File: src/rtl/timer_dev.sv
// Memory-mapped countdown timer on the M-stage data bus: one-shot or auto-reload countdown
// from PRESET with a maskable interrupt request.
module timer_dev #(
  parameter logic [31:0] PRESET_RST = 32'd0
) (
  input  logic        clk,
  input  logic        reset,
  input  logic        sel,
  input  logic        we,
  input  logic [1:0]  addr,
  input  logic [31:0] wdata,
  output logic [31:0] rdata,
  output logic        irq
);

  typedef enum logic [1:0] {StIdle, StLoad, StCnt, StInt} state_e;

  state_e      state_q, state_d;
  logic [3:0]  ctrl_q, ctrl_d;
  logic [31:0] preset_q, preset_d;
  logic [31:0] count_q, count_d;
  logic        irq_flag_q, irq_flag_d;

  logic ctrl_wr, preset_wr, en, auto_reload;

  assign ctrl_wr     = sel & we & (addr == 2'd0);
  assign preset_wr   = sel & we & (addr == 2'd1);
  assign en          = ctrl_q[0];
  // MODE 1x falls back to one-shot.
  assign auto_reload = (ctrl_q[2:1] == 2'b01);

  // State register and datapath registers.
  always_ff @(posedge clk) begin
    if (reset) begin
      state_q    <= StIdle;
      ctrl_q     <= 4'd0;
      preset_q   <= PRESET_RST;
      count_q    <= 32'd0;
      irq_flag_q <= 1'b0;
    end else begin
      state_q    <= state_d;
      ctrl_q     <= ctrl_d;
      preset_q   <= preset_d;
      count_q    <= count_d;
      irq_flag_q <= irq_flag_d;
    end
  end

  // Next-state logic.
  always_comb begin
    state_d = state_q;
    unique case (state_q)
      StIdle: if (en) state_d = StLoad;
      StLoad: state_d = StCnt;
      StCnt: begin
        if (!en) begin
          state_d = StIdle;
        end else if (count_q <= 32'd1) begin
          state_d = StInt;
        end
      end
      StInt: state_d = StIdle;
      default: state_d = StIdle;
    endcase
  end

  // Output/datapath logic; CPU writes are applied last so they win over FSM updates.
  always_comb begin
    ctrl_d     = ctrl_q;
    preset_d   = preset_q;
    count_d    = count_q;
    irq_flag_d = irq_flag_q;
    unique case (state_q)
      StIdle: ;
      StLoad: count_d = preset_q;
      StCnt: begin
        if (en) begin
          if (count_q > 32'd1) begin
            count_d = count_q - 32'd1;
          end else begin
            count_d    = 32'd0;
            irq_flag_d = 1'b1;
          end
        end
      end
      StInt: begin
        if (auto_reload) begin
          irq_flag_d = 1'b0;
        end else begin
          ctrl_d[0] = 1'b0;
        end
      end
      default: ;
    endcase
    if (ctrl_wr) begin
      ctrl_d     = wdata[3:0];
      irq_flag_d = 1'b0;
    end
    if (preset_wr) begin
      preset_d = wdata;
    end
  end

  always_comb begin
    rdata = 32'd0;
    unique case (addr)
      2'd0:    rdata = {28'd0, ctrl_q};
      2'd1:    rdata = preset_q;
      2'd2:    rdata = count_q;
      default: rdata = 32'd0;
    endcase
  end

  assign irq = irq_flag_q & ctrl_q[3];

endmodule

File: config.mk
export PLATFORM = sky130hd
export DESIGN_NAME = timer_dev
export DESIGN_NICKNAME = d
export VERILOG_FILES = /design/src/rtl/timer_dev.sv
export SDC_FILE = /design/constraint.sdc
export NUM_CORES = 1
export LEC_CHECK = 0
export ABC_CLOCK_PERIOD_IN_PS = 2800
export CAP_MARGIN = 20
export CORE_MARGIN = 8
export CORE_UTILIZATION = 40
export CTS_BUF_LIST = sky130_fd_sc_hd__clkbuf_4
export CTS_CLUSTER_DIAMETER = 60
export DETAILED_ROUTE_END_ITERATION = 12
export PLACE_DENSITY = 0.62
export RECOVER_POWER = 50
export SYNTH_ARGS = -nofsm -noshare
export SYNTH_HDL_FRONTEND = slang
export SYNTH_SLANG_ARGS = --single-unit
File: constraint.sdc
create_clock -name clk -period 2.8 [get_ports clk]
set_clock_uncertainty 0.05 [all_clocks]
set_input_delay 0.56 -clock clk [delete_from_list [all_inputs] [get_ports clk]]
set_output_delay 0.56 -clock clk [all_outputs]
set_load 0.1 [all_outputs]
---- Yosys cells after proc, flatten, opt, wreduce, memory -nomap -nowiden ----
Cells that the tools add are included.
storage, ports and cells
  register bits after elaboration ......... 71
  output and inout bits ................... 33
  logic and storage cells ................. 50
  input bits .............................. 38
cells by class
  add/subtract/negate cells ............... 1
  eq/ne operators ......................... 12
  bitwise gates (word level) .............. 4
  reductions and logical operators ........ 10
  muxes and demuxes ....................... 15
  order comparisons ....................... 2
operators by type and width
  cell                                                                              count
  32-bit one-hot mux with 3 select lines                                            1
  32-bit two-way mux                                                                2
  32-bit one-hot mux with 2 select lines                                            1
  32-bit by 1-bit greater-than comparator with 1-bit output, second input constant  1
  32-bit by 1-bit <= comparator with 1-bit output, second input constant            1
  32-bit by 1-bit subtractor with 32-bit output, second input constant              1
  2-bit != test, second input constant                                              5
  2-bit one-hot mux with 4 select lines                                             1
  2-bit by 1-bit equality test with 1-bit output, second input constant             3
  2-bit equality test, second input constant                                        3
  1-bit two-way mux                                                                 6
  2-bit two-way mux                                                                 3
  2-bit AND reduction                                                               3
  2-bit nonzero test                                                                3
  1-bit bitwise AND                                                                 4
  2-bit logical NOT                                                                 2
  4-bit AND reduction                                                               1
  3-bit != test, second input constant                                              1
  1-bit one-hot mux with 2 select lines                                             1
  2-bit OR reduction                                                                1

---- Depth between registers and ports, before layout ----
  depth in word-level cells ............... 4
  mapped depth ............................ 9

---- Worst setup path after synthesis ----
Ideal clock, no wire load.
  path kind ............................... in2out
  start point ............................. input port addr[1]
  end point ............................... output port rdata[2]
  slack ................................... -0.856 ns
  arrival time ............................ 3.046 ns
  cell stages on the path ................. 3
  path buffers ............................ 1
  required time ........................... 2.190 ns
  cell sequence ........................... clkbuf_1 > mux2i_1 > o21ai_0
between the ends
  word-level cells in the longest chain between the ends .. 2
RTL lines
  item                                         line  RTL
  from (decl)                                  10    input logic [1:0] addr,
  2-bit equality test (tied with other cells)  106   unique case (addr)
  32-bit one-hot mux with 3 select lines *     106
  to (decl)                                    12    output logic [31:0] rdata,
Every way passes the cells marked *; elsewhere a longest branch is shown, timed or not.

---- Final worst setup path ----
  start point ............................. register count_q[25]
  end point ............................... register count_q[29]
between the ends
  word-level cells in the longest chain between the ends .. 4
RTL lines
  item                                                                                                                        line    RTL
  from (decl)                                                                                                                 21      logic [31:0] count_q, count_d;
  from (signal assigned)                                                                                                      44      count_q <= count_d;
  32-bit by 1-bit subtractor with 32-bit output or 32-bit by 1-bit greater-than comparator with 1-bit output (tied branches)  79, 78
  32-bit two-way mux *                                                                                                        78      if (count_q > 32'd1) begin
  32-bit two-way mux *                                                                                                        77      if (en) begin
  32-bit one-hot mux with 2 select lines *                                                                                    73      unique case (state_q)
Every way passes the cells marked *; elsewhere a longest branch is shown, timed or not. The select of a mux whose other input is x is not followed.
A chain may end at the register's enable or synchronous reset.

==> qor.yml <==
slew_headroom_pct: 22.1
core-area_sq_mm: 0.00924
diodes: 0
power.static_leakage_nw: 1.95
synth.lib_cells_used.distinct: 51
drt_pass1_iterations: 5
core.rowCount: 35
detailedRoute.firstIterationViolations: 285
cts_root_buf: "clkbuf_4"
finalCritPeriodShare_pct: 95.7
asyncSetResetFlopFracSynth_pct: 0
grtUsageTotal_pct: 20.4
clockPowerShare_pct: 36.2
detail_route.wirelength_mm: 13.0
gr-total-overflow: 0
die_h_microns: 114
critical_path_class: "flip-flop to flip-flop"
avgSynthCellArea_sq_um: 7.69
initial_utilization_pct: 41.3
die_area_sq_mm: 0.0129
yosys_warnings: 0
power.combinational.fraction_pct: 13.5
p_switching_mw: 0.549
first_global_vias: 3922
pin_count: 71
tritoncts.num_buffers: 9
place_hpwl_mm: 8.94
netSwitchingFraction_pct: 26.7
clk_path_buf_depth: 2
final_layout_size_suffix_gt1_share_pct: 20.0
globalplace.congestion: 0.917
final_critical_path_setup_slack_ns: 0.122
synth-seq-area-share_pct: 37.3
clock_sink_count: 71
ir_drop_mv: 0.210
finalSetupViolCount: 0
fin_cells: 704
power.internal_mw: 1.51
run_status: "completed"
average_routed_wire_per_standard_cell_microns: 18.4
grt_first_pass_wirelength_mm: 21.2
crit_fanout: 5
postSynthCellCount: 496
route.antenna.remaining_nets: 0
ys_ff_latch: 71
postSynth.topFlopCell: "dfxtp_1"
fin_setup_tns_ns: 0
synthToLayoutAreaGrowth_pct: 37.5
unrepaired_setup_endpoints_after_global_routing: "no"
post_drt_via_cell_ratio: 5.76
antenna_found_initial: 0
power.total_mw: 2.05
cts.hold.buffers_added: 0
pin_count_of_the_biggest_net_entering_global_routing: 39
cts.htree.levels: 3
p_per_area_mw_per_mm2: 392
period_needed_ns: 2.68
clock_latency_ns: 0.44
post_synth_design_cell_area_sq_mm: 0.00381
port_buffers: 70
post_route_core_utilization_pct: 56.7
detail_route.drc_violations: 0
end_kind: "flip-flop"
die_width_microns: 114
nNetsFinal: 610
timing.fmax_mhz: 373
route.vias.total: 4058
p_seq_share_pct: 50.3
finalMaxSlewViolations: 0
tritoncts: "built"
synth_enable_flop_cells: 0
cts_setup_buffers: 0
report.final.hold_viol_count: 0
post_place_cells: 688
synth_fp_nets: 536
place_worst_setup_slack_ns: 0.104
cp.required_ns: 3.08
worst_slew_pin_slew_ns: 1.17
timing.hold.worst.class: "flip-flop to flip-flop"
timing.max_cap.violations: 0
crit_path_start_kind: "flip-flop"
clk_pin_slew_ns: 0.12
worst-endpoint-arrival_ns: 2.96
registers in the layout, indices dropped and copies added, names as in the netlist:
signal	count
irq_flag_q	1
state_q	2
ctrl_q	4
count_q	32
preset_q	32
worst paths after layout:
| check | startpoint | to | slack [ns] | depth (start not counted) |
|---|---|---|---|---|
| worst min-delay path | preset_q[5]$_SDFFE_PP0P_ | preset_q[5]$_SDFFE_PP0P_ | 0.43 | 2 |
| worst max-delay path | count_q[25]$_SDFFE_PP0P_ | count_q[29]$_SDFFE_PP0P_ | 0.12 | 6 |
| worst min register to register | preset_q[5]$_SDFFE_PP0P_ | preset_q[5]$_SDFFE_PP0P_ | 0.43 | 2 |
| worst max register to register | count_q[25]$_SDFFE_PP0P_ | count_q[29]$_SDFFE_PP0P_ | 0.12 | 6 |
critical path, stage by stage (launching register included):
cell and delay [ns]:
dfxtp_1 0.36, or4_4 0.55, or4b_2 0.66, nor4_2 0.23, mux2_2 0.36, a222oi_1 0.30
nor2_1 0.06
per-layer routing:
layer | share of wire (%) | global-route usage, % | vias to the layer above
li1 | - | - | 1969
met1 | 48 | 27.9 | 1944
met2 | 45 | 31.2 | 129
met3 | 5.9 | 3.54 | 16
met4 | 1.6 | 8.08 | 0
met5 | 0 | 0 | -
power by group through the flow:
stage               Sequential (mW)  Clock, mW  Combinational (mW)
floorplan                      1.05          0               0.140
global placement               1.06          0               0.278
detailed placement             1.06          0               0.279
CTS                            1.03      0.753               0.280
global route                   1.04      0.787               0.298
finish                         1.03      0.743               0.278
synth_stat cells (all sizes together) (2+ instances only):
master,number,area (sq um)
o21ai,9,45.0
and2,3,18.8
nand2,98,368
dfxtp,71,1420
nor2b,7,46.3
clkbuf,39,148
a211oi,3,22.5
a31oi,20,125
a21boi,2,15.0
a32oi,4,35.0
o211ai,4,30.0
or3,4,25.0
a21oi,46,230
xor2,3,26.3
a221oi,5,56.3
nor3,12,60.1
mux2i,8,80.1
and3,5,31.3
xnor2,2,17.5
nand3b,2,15.0
nor2,30,113
nand3,24,120
o311ai,4,35.0
ha,2,25.0
or2,2,12.5
nand4,4,25.0
buf,4,30.0
nand2b,3,18.8
inv,6,22.5
or4,8,67.6
a22oi,6,45.0
a22o,28,245
nor4,16,115
metrics by stage:
stage	cell area [sq um]	hold WS (ns)
floorplan	3850	0.395
global placement	5160	0.410
detailed placement	5160	0.413
CTS	5310	0.430
global route	5240	0.450
finish	5240	0.431
layout make-up:
class | instances | area, sq um
inverter | 6 | 22.5
timing repair buffer | 106 | 1260
clock buffer | 10 | 75.1
tap | 129 | 161
clock inverter | 6 | 75.1
multi-input combinational | 376 | 2230
sequential | 71 | 1420
fill | 863 | 4000
cells by family (layout without fill, tap and decap cells):
kind of cell | after synthesis | after routing | synth area share [%]
multiplexers | 9 | 9 | 2.40
AO/OA/AOI/OAI | 139 | 139 | 25.2
flip-flops | 71 | 71 | 37.3
adder cells (fa/ha/maj) | 2 | 2 | 0.656
AND/OR/NAND/NOR | 221 | 221 | 28.1
XOR/XNOR | 5 | 5 | 1.15
buffers and inverters | 49 | 128 | 5.25
timing repair:
item	in CTS	in global routing
setup endpoints to repair	0	8
resized for setup	0	2
endpoints found under the hold margin	0	0
cells in the final DEF, fill, tap and decap left out, types with 4 or more instances in the layout:
master	count
a21oi_1	46
nor2b_1	5
o211ai_1	4
buf_12	31
mux2i_1	8
clkinv_1	4
buf_4	32
nand2_1	98
clkdlybuf4s50_1	35
a22o_1	8
dfxtp_1	71
nor2_1	30
clkbuf_4	12
a22oi_1	6
or3_1	4
nand3_1	24
a31oi_1	20
o311ai_0	4
a22o_2	20
or4_1	6
nor3_1	12
nor4_1	14
inv_1	6
o21ai_0	5
and3_1	5
a32oi_1	4
nand4_1	4
a221oi_1	5
Note: power is estimated with default switching activity, not from simulation.
